File: config.mk
export PLATFORM = sky130hd
export DESIGN_NAME = pipe_wb_flat
export DESIGN_NICKNAME = d
export VERILOG_FILES = /design/src/rtl/pipe_wb_if.sv /design/src/rtl/pipe_wb.sv /design/src/flat_wrapper.sv
export SDC_FILE = /design/constraint.sdc
export NUM_CORES = 1
export LEC_CHECK = 0
export BUFFER_PORTS_ARGS = -buffer_cell sky130_fd_sc_hd__buf_2
export CAP_MARGIN = 5
export CORE_AREA = 2 2 208 210
export DETAILED_ROUTE_END_ITERATION = 8
export DIE_AREA = 0 0 210 212
export PLACE_DENSITY = 0.76
export SKIP_CTS_REPAIR_TIMING = 1
export SLEW_MARGIN = 10
export SYNTH_ARGS = -nofsm -noshare
export SYNTH_HDL_FRONTEND = slang
export SYNTH_SLANG_ARGS = --single-unit
File: constraint.sdc
create_clock -name clk -period 3.3 [get_ports clk]
set_clock_uncertainty 0.05 [all_clocks]
set_input_delay 0.66 -clock clk [delete_from_list [all_inputs] [get_ports clk]]
set_output_delay 0.66 -clock clk [all_outputs]
set_load 0.02 [all_outputs]
File: src/rtl/pipe_wb_if.sv
// Per-instruction bundle handed from the MEM stage to the MEM/WB latch.
// The MEM stage drives through the master modport; write-back samples through the slave modport.
interface pipe_wb_if;
   logic        mem_valid;
   logic [31:0] mem_mul_hi;
   logic [31:0] mem_mul_lo;
   logic [31:0] mem_div_r;
   logic [31:0] mem_div_q;
   logic [31:0] mem_clz_out;
   logic [31:0] mem_alu_out;
   logic [31:0] mem_dmem_out;
   logic [31:0] mem_pc4;
   logic [31:0] mem_rs_data_out;
   logic [31:0] mem_cp0_out;
   logic [4:0]  mem_rf_waddr;
   logic        mem_rf_wena;
   logic        mem_hi_wena;
   logic        mem_lo_wena;
   logic [1:0]  mem_hi_mux_sel;
   logic [1:0]  mem_lo_mux_sel;
   logic [2:0]  mem_rf_mux_sel;

   modport master (
      output mem_valid, mem_mul_hi, mem_mul_lo, mem_div_r, mem_div_q, mem_clz_out,
             mem_alu_out, mem_dmem_out, mem_pc4, mem_rs_data_out, mem_cp0_out,
             mem_rf_waddr, mem_rf_wena, mem_hi_wena, mem_lo_wena,
             mem_hi_mux_sel, mem_lo_mux_sel, mem_rf_mux_sel
   );

   modport slave (
      input  mem_valid, mem_mul_hi, mem_mul_lo, mem_div_r, mem_div_q, mem_clz_out,
             mem_alu_out, mem_dmem_out, mem_pc4, mem_rs_data_out, mem_cp0_out,
             mem_rf_waddr, mem_rf_wena, mem_hi_wena, mem_lo_wena,
             mem_hi_mux_sel, mem_lo_mux_sel, mem_rf_mux_sel
   );
endinterface

File: src/rtl/pipe_wb.sv
// MEM/WB pipeline latch and write-back stage: RF write-data select, architectural HI/LO,
// HI/LO forwarding and a retired-instruction counter.
module pipe_wb #(
   parameter int CNT_W = 32
) (
   input  logic             clk,
   input  logic             rst_n,
   input  logic             stall,
   input  logic             flush,
   pipe_wb_if.slave         mem,
   output logic             rf_wena,
   output logic [4:0]       rf_waddr,
   output logic [31:0]      rf_wdata,
   output logic [31:0]      hi_out,
   output logic [31:0]      lo_out,
   output logic [31:0]      hi_fwd,
   output logic [31:0]      lo_fwd,
   output logic             wb_valid,
   output logic [CNT_W-1:0] instret
);

   typedef struct packed {
      logic        valid;
      logic        rf_wena;
      logic        hi_wena;
      logic        lo_wena;
      logic [1:0]  hi_sel;
      logic [1:0]  lo_sel;
      logic [2:0]  rf_sel;
      logic [4:0]  waddr;
      logic [31:0] mul_hi;
      logic [31:0] mul_lo;
      logic [31:0] div_r;
      logic [31:0] div_q;
      logic [31:0] clz;
      logic [31:0] alu;
      logic [31:0] dmem;
      logic [31:0] pc4;
      logic [31:0] rs;
      logic [31:0] cp0;
   } slot_t;

   slot_t             slot_d;
   slot_t             slot_q;
   logic [31:0]       hi_q;
   logic [31:0]       lo_q;
   logic [31:0]       hi_next;
   logic [31:0]       lo_next;
   logic [CNT_W-1:0]  cnt_q;
   logic              retire;

   always_comb begin
      slot_d.valid   = mem.mem_valid;
      slot_d.rf_wena = mem.mem_rf_wena;
      slot_d.hi_wena = mem.mem_hi_wena;
      slot_d.lo_wena = mem.mem_lo_wena;
      slot_d.hi_sel  = mem.mem_hi_mux_sel;
      slot_d.lo_sel  = mem.mem_lo_mux_sel;
      slot_d.rf_sel  = mem.mem_rf_mux_sel;
      slot_d.waddr   = mem.mem_rf_waddr;
      slot_d.mul_hi  = mem.mem_mul_hi;
      slot_d.mul_lo  = mem.mem_mul_lo;
      slot_d.div_r   = mem.mem_div_r;
      slot_d.div_q   = mem.mem_div_q;
      slot_d.clz     = mem.mem_clz_out;
      slot_d.alu     = mem.mem_alu_out;
      slot_d.dmem    = mem.mem_dmem_out;
      slot_d.pc4     = mem.mem_pc4;
      slot_d.rs      = mem.mem_rs_data_out;
      slot_d.cp0     = mem.mem_cp0_out;
   end

   // NOTE: sequential state uses non-blocking assignments so every register samples pre-edge values.
   always_ff @(posedge clk or negedge rst_n) begin
      if (!rst_n) begin
         slot_q <= '0;
      end else if (flush) begin
         slot_q <= '0;
      end else if (!stall) begin
         slot_q <= slot_d;
      end
   end

   // A slot leaves WB on any edge that is not a plain stall; its side effects happen exactly then.
   assign retire = !stall || flush;

   // NOTE: each always_comb assigns its outputs a default first, so no path can infer a latch.
   always_comb begin
      hi_next = hi_q;
      case (slot_q.hi_sel)
         2'd0:    hi_next = slot_q.rs;
         2'd1:    hi_next = slot_q.mul_hi;
         2'd2:    hi_next = slot_q.div_r;
         default: hi_next = hi_q;
      endcase
   end

   always_comb begin
      lo_next = lo_q;
      case (slot_q.lo_sel)
         2'd0:    lo_next = slot_q.rs;
         2'd1:    lo_next = slot_q.mul_lo;
         2'd2:    lo_next = slot_q.div_q;
         default: lo_next = lo_q;
      endcase
   end

   // NOTE: this stage holds only a handful of registers (no RAM), so all of them take the async reset.
   always_ff @(posedge clk or negedge rst_n) begin
      if (!rst_n) begin
         hi_q  <= '0;
         lo_q  <= '0;
         cnt_q <= '0;
      end else if (retire && slot_q.valid) begin
         if (slot_q.hi_wena) hi_q <= hi_next;
         if (slot_q.lo_wena) lo_q <= lo_next;
         cnt_q <= cnt_q + CNT_W'(1);
      end
   end

   // Sel 4/5 read the registered HI/LO, i.e. the value before this slot's own HI/LO write.
   always_comb begin
      rf_wdata = slot_q.alu;
      case (slot_q.rf_sel)
         3'd0: rf_wdata = slot_q.alu;
         3'd1: rf_wdata = slot_q.dmem;
         3'd2: rf_wdata = slot_q.pc4;
         3'd3: rf_wdata = slot_q.clz;
         3'd4: rf_wdata = hi_q;
         3'd5: rf_wdata = lo_q;
         3'd6: rf_wdata = slot_q.cp0;
         3'd7: rf_wdata = slot_q.mul_lo;
      endcase
   end

   assign rf_wena  = slot_q.valid & slot_q.rf_wena & (slot_q.waddr != 5'd0);
   assign rf_waddr = slot_q.waddr;
   assign hi_out   = hi_q;
   assign lo_out   = lo_q;
   assign hi_fwd   = (slot_q.valid & slot_q.hi_wena) ? hi_next : hi_q;
   assign lo_fwd   = (slot_q.valid & slot_q.lo_wena) ? lo_next : lo_q;
   assign wb_valid = slot_q.valid;
   assign instret  = cnt_q;

endmodule
File: src/flat_wrapper.sv
// flat-port wrapper written by rule: the top's interface ports become plain ports
module pipe_wb_flat 
#(
   parameter int CNT_W = 32
)
  (clk, rst_n, stall, flush, rf_wena, rf_waddr, rf_wdata, hi_out, lo_out, hi_fwd, lo_fwd, wb_valid, instret, mem_mem_valid, mem_mem_mul_hi, mem_mem_mul_lo, mem_mem_div_r, mem_mem_div_q, mem_mem_clz_out, mem_mem_alu_out, mem_mem_dmem_out, mem_mem_pc4, mem_mem_rs_data_out, mem_mem_cp0_out, mem_mem_rf_waddr, mem_mem_rf_wena, mem_mem_hi_wena, mem_mem_lo_wena, mem_mem_hi_mux_sel, mem_mem_lo_mux_sel, mem_mem_rf_mux_sel);
  pipe_wb_if mem_i ();
  input  logic clk;
  input  logic rst_n;
  input  logic stall;
  input  logic flush;
  output logic rf_wena;
  output logic [4:0] rf_waddr;
  output logic [31:0] rf_wdata;
  output logic [31:0] hi_out;
  output logic [31:0] lo_out;
  output logic [31:0] hi_fwd;
  output logic [31:0] lo_fwd;
  output logic wb_valid;
  output logic [CNT_W-1:0] instret;
  input wire logic [$bits(mem_i.mem_valid)-1:0] mem_mem_valid;
  input wire logic [$bits(mem_i.mem_mul_hi)-1:0] mem_mem_mul_hi;
  input wire logic [$bits(mem_i.mem_mul_lo)-1:0] mem_mem_mul_lo;
  input wire logic [$bits(mem_i.mem_div_r)-1:0] mem_mem_div_r;
  input wire logic [$bits(mem_i.mem_div_q)-1:0] mem_mem_div_q;
  input wire logic [$bits(mem_i.mem_clz_out)-1:0] mem_mem_clz_out;
  input wire logic [$bits(mem_i.mem_alu_out)-1:0] mem_mem_alu_out;
  input wire logic [$bits(mem_i.mem_dmem_out)-1:0] mem_mem_dmem_out;
  input wire logic [$bits(mem_i.mem_pc4)-1:0] mem_mem_pc4;
  input wire logic [$bits(mem_i.mem_rs_data_out)-1:0] mem_mem_rs_data_out;
  input wire logic [$bits(mem_i.mem_cp0_out)-1:0] mem_mem_cp0_out;
  input wire logic [$bits(mem_i.mem_rf_waddr)-1:0] mem_mem_rf_waddr;
  input wire logic [$bits(mem_i.mem_rf_wena)-1:0] mem_mem_rf_wena;
  input wire logic [$bits(mem_i.mem_hi_wena)-1:0] mem_mem_hi_wena;
  input wire logic [$bits(mem_i.mem_lo_wena)-1:0] mem_mem_lo_wena;
  input wire logic [$bits(mem_i.mem_hi_mux_sel)-1:0] mem_mem_hi_mux_sel;
  input wire logic [$bits(mem_i.mem_lo_mux_sel)-1:0] mem_mem_lo_mux_sel;
  input wire logic [$bits(mem_i.mem_rf_mux_sel)-1:0] mem_mem_rf_mux_sel;
  assign mem_i.mem_valid = mem_mem_valid;
  assign mem_i.mem_mul_hi = mem_mem_mul_hi;
  assign mem_i.mem_mul_lo = mem_mem_mul_lo;
  assign mem_i.mem_div_r = mem_mem_div_r;
  assign mem_i.mem_div_q = mem_mem_div_q;
  assign mem_i.mem_clz_out = mem_mem_clz_out;
  assign mem_i.mem_alu_out = mem_mem_alu_out;
  assign mem_i.mem_dmem_out = mem_mem_dmem_out;
  assign mem_i.mem_pc4 = mem_mem_pc4;
  assign mem_i.mem_rs_data_out = mem_mem_rs_data_out;
  assign mem_i.mem_cp0_out = mem_mem_cp0_out;
  assign mem_i.mem_rf_waddr = mem_mem_rf_waddr;
  assign mem_i.mem_rf_wena = mem_mem_rf_wena;
  assign mem_i.mem_hi_wena = mem_mem_hi_wena;
  assign mem_i.mem_lo_wena = mem_mem_lo_wena;
  assign mem_i.mem_hi_mux_sel = mem_mem_hi_mux_sel;
  assign mem_i.mem_lo_mux_sel = mem_mem_lo_mux_sel;
  assign mem_i.mem_rf_mux_sel = mem_mem_rf_mux_sel;
  pipe_wb #(.CNT_W(CNT_W)) u_core (.clk(clk), .rst_n(rst_n), .stall(stall), .flush(flush), .mem(mem_i), .rf_wena(rf_wena), .rf_waddr(rf_waddr), .rf_wdata(rf_wdata), .hi_out(hi_out), .lo_out(lo_out), .hi_fwd(hi_fwd), .lo_fwd(lo_fwd), .wb_valid(wb_valid), .instret(instret));
endmodule
==> summary.md <==
| Metric | Value |
|---|---|
| Status | `complete, but fails checks` |
| Failing checks | `setup timing` |
| CP startpoint | `u_core.slot_q[327]$_DFFE_PN0N_` |
| Async SR Flop Fraction | `1.000` |
| Synth Register Bits | `432` |
| CP arrival | `2.65 ns` |
| Placed Instances | `2776` |
| Worst min-delay path class | `input port to asynchronous set/reset pin` |
| Avg Inst Size Synth | `12.12 µm²` |
| Top Family by Delay on Critical Path | `simple AND/OR/NAND/NOR gates` |
| Max-slew violations | `0` |
| RR Startpoint | `u_core.wb_valid$_DFFE_PN0N_` |
| Nets | `2625` |
| Fin crit period | `3.356 ns` |
| FP Rows | `76` |
| First-pass GRT wire length | `105.9 mm` |
| Period utilisation layout | `1.017` |
| Largest net degree at the start of global routing | `188` |
| Hpwl dp | `50.38 mm` |
| Worst-Skew Late Latency | `0.58 ns` |
| Pwr Total | `14.37 mW` |
| Root Driver | `clkbuf_16` |
| GRT overflow | `0` |
| Share of cells above drive strength 1 | `0.4008` |
| GRT Overall Usage | `0.3161` |
| Syn nets | `2126` |
| Ys flop type | `dfrtp_1` |
| Final setup vio count | `1` |
| Synthesized area | `21640 µm²` |
| I/O pin cnt | `539` |
| Final Hold Viols | `0` |
| CTS buffer count | `48` |
| Most frequent cells in the layout | `buf_2 (535), dfrtp_1 (425), nor2_1 (377)` |
| RSZ-0062 raised after global routing | `yes` |
| Area delta synth->final | `24.17%` |
| Fmax | `298.0 MHz` |
| DRC | `0` |
| Initial drt markers | `1699` |
| # H-tree levels | `2` |
| CP max-delay cell | `dfrtp_4` |
| CTS clk-pin slew, worst paths | `0.06 ns` |
| Layout Utilization | `0.6322` |
| Finished Layout Cells | `2901` |
| Die Ht | `212 µm` |
| Max transition margin | `0.2081` |
| Routability Congestion | `0.9048` |
| CP max FO | `14` |
| Worst vdd ir | `460.8 µV` |
| Post-DR wirelength/cell | `24.69 µm` |
| Measured slew at the worst slew-check pin | `1.188 ns` |
| Via count | `17.15k` |
| CTS tree | `built` |
| Worst EP required | `2.59 ns` |
| Initial core utilization | `0.5092` |
| Synth cell types | `47` |
| Post-DRT Antenna Nets | `0` |
| Fin area | `26870 µm²` |
| Core area | `42510 µm²` |
| Post-place instance area | `25060 µm²` |
| Crit-path cells | `buf_4 > nor2b_2 > a22o_1 > a221oi_1 > nor2_1 > buf_2` |
| Via density | `5.911` |
| Clock Sinks | `432` |
| Post-synth EDFFs | `0` |
| CP Launch Type | `flip-flop` |
| Maximum clock path buffer count | `3` |
| Initial antenna violation count | `44` |
| Synthesis warning total | `0` |
| DRT Wirelength | `71.63 mm` |
| Crit end category | `output port` |
| Leakage | `13.81 nW` |
| Commonest non-fill, non-tap cell in the layout | `buf_2` |
| Filler cells | `3350` |
| Kind of critical path | `flip-flop to output port` |
| Seq/Total Area, Yosys | `0.4995` |
| Total die area | `44520 µm²` |
| CP max stage delay | `0.54 ns` |
| Number of global-route vias before repair | `17.32k` |
| Buffers on Ports | `538` |
| Max-Cap Viols | `0` |
| Sum Neg Setup Slack | `-0.05601 ns` |
| Pwr Density | `534.8 nW/µm²` |
| CP bufs+invs | `2` |
| Die X | `210 µm` |
| Cell count after synthesis | `1785` |
| First drt pass iteration count | `5` |
| Final worst slack | `-0.05601 ns` |
## stage by stage
| step | hold WS [ns] | setup slack [ns] |
|---|---|---|
| 2_1_floorplan | 0.3144 | 0.7777 |
| 3_3_place_gp | 0.4040 | 0.3975 |
| 3_5_place_dp | 0.4093 | 0.2946 |
| 4_1_cts | 0.02775 | -0.3366 |
| 5_1_grt | 0.05528 | -0.07486 |
| 6_report | 0.02995 | -0.05601 |
## worst paths after layout
check	endpoint	slack (ns)	cells past startpoint
setup / recovery	rf_wdata[29]	-0.06	6
hold / removal	u_core.slot_q[97]$_DFFE_PN0N_	0.03	1
setup reg to reg	u_core.lo_out[21]$_DFFE_PN0P_	0.79	4
hold reg to reg	u_core.instret[31]$_DFFE_PN0N_	0.42	1
max in group asynchronous	u_core.hi_out[19]$_DFFE_PN0P_	2.19	2
min in group clk	u_core.slot_q[303]$_DFFE_PN0N_	0.26	3
## routing by layer
metal	track usage	wire [µm]
met5	0	142
met3	0.07799	5905
met4	0.1484	2808
met1	0.4063	27780
met2	0.5080	34990
## where the power goes
part	leakage [nW]	internal [mW]	total, mW	switching (mW)
clock network	0.802	3.31	5.55	2.25
logic	7.28	1.16	2.69	1.54
registers	5.73	5.68	6.12	0.440
## cells in the mapped netlist (2+ instances only)
cell / number / share of area
nand3_1: 13 / 0.0030
a21o_1: 2 / 0.00069
buf_1: 40 / 0.0069
nand2_1: 41 / 0.0071
mux2i_1: 351 / 0.16
and2_1: 2 / 0.00058
nor2b_1: 10 / 0.0029
a21oi_1: 16 / 0.0037
o21ai_0: 4 / 0.00093
o32a_1: 2 / 0.00093
buf_6: 2 / 0.0010
nor2_1: 380 / 0.066
xor2_1: 10 / 0.0040
mux4_2: 86 / 0.089
o2bb2ai_1: 6 / 0.0024
dfrtp_1: 432 / 0.50
o22a_1: 4 / 0.0016
o21a_1: 2 / 0.00069
buf_4: 5 / 0.0017
mux2_2: 144 / 0.075
a22o_1: 13 / 0.0053
xnor2_1: 21 / 0.0085
nand2b_1: 10 / 0.0029
buf_2: 30 / 0.0069
a211oi_1: 2 / 0.00069
nor4_2: 8 / 0.0046
a22oi_1: 6 / 0.0021
nor3_1: 2 / 0.00046
and3_1: 4 / 0.0012
o22ai_1: 6 / 0.0017
and4_1: 4 / 0.0016
a221oi_1: 25 / 0.010
clkinv_1: 2 / 0.00035
inv_1: 10 / 0.0017
nand4_1: 11 / 0.0032
a211o_1: 4 / 0.0016
clkbuf_1: 65 / 0.011
## cell families after synthesis
kind of cell,after synthesis,share of synthesized area
buffers and inverters,154,0.03001
flip-flops,432,0.4995
AND/OR/NAND/NOR,492,0.09724
adder cells (fa/ha/maj),1,0.0005780
XOR/XNOR,31,0.01255
AO/OA/AOI/OAI,94,0.03336
multiplexers,581,0.3268
## layout make-up
type | count | area [µm²] | area share
flip-flops and latches | 432 | 10830 | 0.4030
diodes | 32 | 80.08 | 0.002980
clock buffers | 76 | 1479 | 0.05504
clock inverters | 13 | 156.4 | 0.005820
repair buffers | 591 | 3348 | 0.1246
well taps | 546 | 683.2 | 0.02542
inverters | 12 | 48.80 | 0.001816
multi-input cells | 1199 | 10250 | 0.3813
## registers in the layout, indices dropped and copies added (netlist names)
register / count
u_core.slot_q: 330
u_core.rf_waddr: 5
u_core.hi_out: 32
u_core.instret: 32
u_core.wb_valid: 1
u_core.lo_out: 32
No activity file was read; power rests on OpenSTA's default activity.
